`src/rtl/uart_tx_fifo.sv`:
```
// Circular byte FIFO feeding uart_tx one frame at a time.
// Launches a byte with a txDv pulse, then tracks the frame via txActive/txDone.
module uart_tx_fifo #(
    parameter int unsigned DATA_WIDTH     = 8,
    parameter int unsigned DEPTH          = 16,
    parameter int unsigned ACTIVE_TIMEOUT = 16
) (
    input  logic                           clk,
    input  logic                           reset,
    input  logic                           enable,
    input  logic                           wrEn,
    input  logic [DATA_WIDTH-1:0]          wrData,
    output logic                           full,
    output logic                           empty,
    output logic [$clog2(DEPTH+1)-1:0]     count,
    output logic                           overflow,
    output logic                           txDv,
    output logic [DATA_WIDTH-1:0]          txByte,
    input  logic                           txActive,
    input  logic                           txDone,
    output logic                           txError
);

    localparam int unsigned AW = $clog2(DEPTH);
    localparam int unsigned CW = $clog2(DEPTH + 1);
    localparam int unsigned TW = $clog2(ACTIVE_TIMEOUT + 1);

    typedef enum logic [1:0] {
        IDLE        = 2'd0,
        WAIT_ACTIVE = 2'd1,
        WAIT_DONE   = 2'd2
    } stateT;

    stateT                  state;
    stateT                  stateNext;
    logic [DATA_WIDTH-1:0]  mem [DEPTH];
    logic [AW-1:0]          wrPtr;
    logic [AW-1:0]          rdPtr;
    logic [CW-1:0]          countNext;
    logic [TW-1:0]          timer;
    logic                   doPush;
    logic                   launch;
    logic                   timeoutHit;
    logic                   txDvNext;
    logic                   txErrorNext;
    logic                   overflowNext;

    // A pop only ever happens as part of a launch from IDLE.
    assign launch     = (state == IDLE) && enable && !empty && !txActive;
    assign doPush     = wrEn && !full;
    assign timeoutHit = (state == WAIT_ACTIVE) && !txActive && !txDone
                        && (timer == TW'(ACTIVE_TIMEOUT - 1));

    // State register
    always_ff @(posedge clk) begin
        if (reset) begin
            state <= IDLE;
        end else begin
            state <= stateNext;
        end
    end

    // Next-state logic
    always_comb begin
        stateNext = state;
        case (state)
            IDLE: begin
                if (launch) begin
                    stateNext = WAIT_ACTIVE;
                end
            end
            WAIT_ACTIVE: begin
                if (txActive) begin
                    stateNext = WAIT_DONE;
                end else if (txDone || timeoutHit) begin
                    stateNext = IDLE;
                end
            end
            WAIT_DONE: begin
                if (txDone || !txActive) begin
                    stateNext = IDLE;
                end
            end
            default: stateNext = IDLE;
        endcase
    end

    // Output logic (values registered below)
    always_comb begin
        txDvNext     = launch;
        txErrorNext  = timeoutHit;
        overflowNext = wrEn && full;
    end

    // Occupancy after this cycle's push/pop
    always_comb begin
        countNext = count;
        if (doPush && !launch) begin
            countNext = count + CW'(1);
        end else if (!doPush && launch) begin
            countNext = count - CW'(1);
        end
    end

    // Storage array; contents are don't-care after reset.
    always_ff @(posedge clk) begin
        if (doPush) begin
            mem[wrPtr] <= wrData;
        end
    end

    always_ff @(posedge clk) begin
        if (reset) begin
            wrPtr    <= '0;
            rdPtr    <= '0;
            count    <= '0;
            full     <= 1'b0;
            empty    <= 1'b1;
            overflow <= 1'b0;
            txDv     <= 1'b0;
            txByte   <= '0;
            txError  <= 1'b0;
        end else begin
            if (doPush) begin
                wrPtr <= wrPtr + AW'(1);
            end
            if (launch) begin
                rdPtr  <= rdPtr + AW'(1);
                txByte <= mem[rdPtr];
            end
            count    <= countNext;
            full     <= (countNext == CW'(DEPTH));
            empty    <= (countNext == '0);
            overflow <= overflowNext;
            txDv     <= txDvNext;
            txError  <= txErrorNext;
        end
    end

    // Cycles spent waiting for txActive after a launch
    always_ff @(posedge clk) begin
        if (reset || (state != WAIT_ACTIVE)) begin
            timer <= '0;
        end else begin
            timer <= timer + TW'(1);
        end
    end

endmodule

```
`config.mk`:
```
export PLATFORM = sky130hd
export DESIGN_NAME = uart_tx_fifo
export DESIGN_NICKNAME = d
export VERILOG_FILES = /design/src/rtl/uart_tx_fifo.sv
export SDC_FILE = /design/constraint.sdc
export NUM_CORES = 1
export LEC_CHECK = 0
export CAP_MARGIN = 25
export CORE_MARGIN = 2
export CORE_UTILIZATION = 45
export CTS_BUF_LIST = sky130_fd_sc_hd__clkbuf_8 sky130_fd_sc_hd__clkbuf_16
export CTS_CLUSTER_DIAMETER = 40
export DETAILED_ROUTE_END_ITERATION = 16
export GPL_ROUTABILITY_DRIVEN = 1
export SKIP_CTS_REPAIR_TIMING = 1
export SLEW_MARGIN = 20
export SYNTH_ARGS = -nofsm -noshare
export SYNTH_HDL_FRONTEND = slang
export SYNTH_SLANG_ARGS = --single-unit
```
`constraint.sdc`:
```
create_clock -name clk -period 5.1 [get_ports clk]
set_input_delay 0.765 -clock clk [delete_from_list [all_inputs] [get_ports clk]]
set_output_delay 0.765 -clock clk [all_outputs]
set_load 0.005 [all_outputs]
```
==> results.yml <==
power_and_ir_drop:
  seqPwrFrac: 0.519
  p_sw_uw: 580.8
  ir_worst_vdd_uv: 322.9
  power.leakage_nw: 2.452
  p_clk_frac: 0.417
  power.density_nw_per_um2: 377.2
  power_switching_share: 0.2061
  p_int_mw: 2.238
  power_frac_comb: 0.064
timing:
  worstMarginPinSlew_ns: 0.9191
  fmax_mhz: 362.1
  slew_headroom: 0.3853
  fin_skew_ns: 0.006102
  finalHoldViolations: 0
  period_share: 0.5415
  setup_violations: 0
  holdWs_ns: 0.4447
  fin_crit_ns: 2.762
  rsz0062_at_grt: "false"
  finalMaxSlewViolations: 0
  tns_ns: 0
synth:
  synth_warnings: 0
  ys_seq_area_frac: 0.7048
  synth_top_cells_by_count: "edfxtp_1, dfxtp_1, mux4_2, nor2_1, o21ai_0"
  synth_cells: 379
  synthTopCellsByArea: "edfxtp_1, mux4_2, dfxtp_1"
  async_reset_ff_frac: 0
  yosysTopAreaCell: "edfxtp_1"
  yosysMostFrequentCell: "edfxtp_1"
  syn_nets: 402
  ys_types: 43
  synth_edf_count: 128
  ys_ff_latch: 161
  synth_area_um2: 6391
  yosysTopAreaCellShare: 0.6014
  avgSynthCellArea_um2: 16.86
  synth_ff_type: "edfxtp_1"
drt:
  antenna_left: 0
  dr.pass1.iters: 4
  drtIter0Drc: 278
  finalWirelength_um: 12280
  drc: 0
  wire_per_inst_um: 20.16
  vias_per_cell: 5.499
  num_vias: 3349
run_status:
  outcome: "completed"
worst_setup_path:
  startpoint_type: "input port"
  critical_path.cell_chain: "clkdlybuf4s50_1, or4b_1, nor2_2, o221ai_1, o31ai_1, o31ai_1"
  crit_path_top_delay_cell: "or4b_1"
  crit_path_max_fanout: 17
  slowest_delay_ns: 0.81
  cp-end-kind: "flip-flop"
  worstPathRequired_ns: 5.39
  path_class: "in2reg"
  path_common_cell: "o31ai_1"
  reg2regPathDepth: 6
  cp.arrival_ns: 3.05
job:
  maxCapViolCount: 0
clock_network:
  htreeDepth: 4
  cts-buffers-inserted: 17
  cts_tree: "built"
  clkTransAtPathRegs_ns: 0.06
  clock_sinks: 161
  cts_root_buffer: "clkbuf_16"
  clockBufferDepth: 2
  clk_latency_ns: 0.42
floorplanning:
  ioPinCount: 32
  start_util: 0.4604
  fp.dieW_um: 123.2
  die_area_um2: 15170
  core_area_um2: 13880
  rows: 43
  die_h_um: 123.2
hold_path:
  hold-path-cell-count: 1
  min_path_type: "reg2reg"
global_route:
  antenna_found_initial: 0
  grt_pass1_wl_um: 19280
  grt_start_max_net_pins: 36
  grt_pass1_vias: 3372
  grt_overflow: 0
  gr-usage-all-layers: 0.1777
placement:
  gp_congestion: 0.7926
  dp_hpwl_um: 7949
  io_buffers: 31
final_layout:
  antennaDiodeCount: 0
  drive_gt1_frac: 0.1748
  nets: 439
  area_growth_pct: 16.93
[metal layers]
metal	track usage	share of wire	vias to the layer above
li1	-	-	1559
met1	0.2336	0.45	1710
met2	0.2929	0.50	69
met3	0.04889	0.043	11
met4	0.04759	0.0099	0
met5	0	0	-
[through the flow]
step                      setup slack [ns]  power, mW  instances  utilization  area, um^2
final                                2.338      2.819        609       0.5384        7473
after global routing                 2.107      2.916        609       0.5384        7473
after CTS                            2.294      2.838        608       0.5370        7453
after detailed placement             1.902      1.671        576       0.4965        6892
after global placement               1.981      1.668        576       0.4965        6892
after floorplan                      2.560      1.593        379            -        6391
[cells by family (layout without fill, tap and decap cells)]
family | after synthesis | in the layout | share of synthesized area
adders and majority gates | 9 | 9 | 0.01762
DFF | 161 | 161 | 0.7048
muxes | 32 | 32 | 0.1128
and+or+nand+nor | 80 | 80 | 0.06441
buffers and inverters | 29 | 79 | 0.01860
AOI/OAI and AO/OA | 57 | 57 | 0.06558
xor gates and xnor gates | 11 | 11 | 0.01625
[power by group through the flow]
stage | clock (mW) | sequential [mW] | combinational, mW
after floorplan | 0 | 1.48 | 0.110
after global placement | 0 | 1.50 | 0.171
after detailed placement | 0 | 1.50 | 0.173
after CTS | 1.19 | 1.47 | 0.174
after global routing | 1.25 | 1.47 | 0.200
final | 1.18 | 1.46 | 0.180
[area by class of cell]
type | count | area [um^2]
fill | 1102 | 6407
sequential | 161 | 4506
multi-input combinational | 189 | 1768
clock buffer | 22 | 516.7
timing repair buffer | 39 | 382.9
tap | 180 | 225.2
clock inverter | 10 | 45.04
inverter | 8 | 30.03
[placed cells by master, fill, tap and decap left out, types with 2 or more instances in the layout]
cell type / synthesis / routed
a22o_1: 16 / 16
a21oi_1: 11 / 11
nor2_1: 29 / 29
dfxtp_1: 33 / 32
nand2_1: 13 / 13
o31ai_1: 2 / 2
xnor2_1: 5 / 5
ha_1: 9 / 9
clkbuf_8: 0 / 3
o21ai_0: 18 / 18
nand2b_1: 3 / 3
nand4_1: 2 / 2
and3_1: 3 / 3
xor2_1: 5 / 5
nand3_1: 3 / 3
clkbuf_16: 0 / 19
nor4_1: 2 / 2
mux4_2: 32 / 32
edfxtp_1: 128 / 128
clkinv_2: 0 / 2
nor2b_1: 4 / 4
o211a_1: 2 / 2
nor4_2: 2 / 2
nor4b_1: 2 / 2
inv_1: 8 / 15
and2_1: 2 / 2
buf_4: 1 / 7
a2bb2o_4: 2 / 2
nor3_1: 8 / 8
clkdlybuf4s50_1: 0 / 31
[worst max-delay path: cells and delay by family]
kind,cells,cell delay (ns)
simple gates,2,1.31
buf+inv,1,0.48
compound gates,3,0.49
[sequential cells by signal, summed over array words and instances (netlist names)]
register and cells:
wrPtr 4, empty 1, txError 1, txDv 1, rdPtr 4, txByte 8
count 5, mem 128, full 1, overflow 1, timer 5, state 2
[final timing paths]
kind / slack [ns] / end / start
setup / recovery: 2.34 / empty / txActive
hold / removal: 0.44 / timer[0] / timer[0]
setup reg to reg: 2.63 / txByte[3] / rdPtr[0]
hold reg to reg: 0.44 / timer[0] / timer[0]
Note: power is estimated with default switching activity, not from simulation.
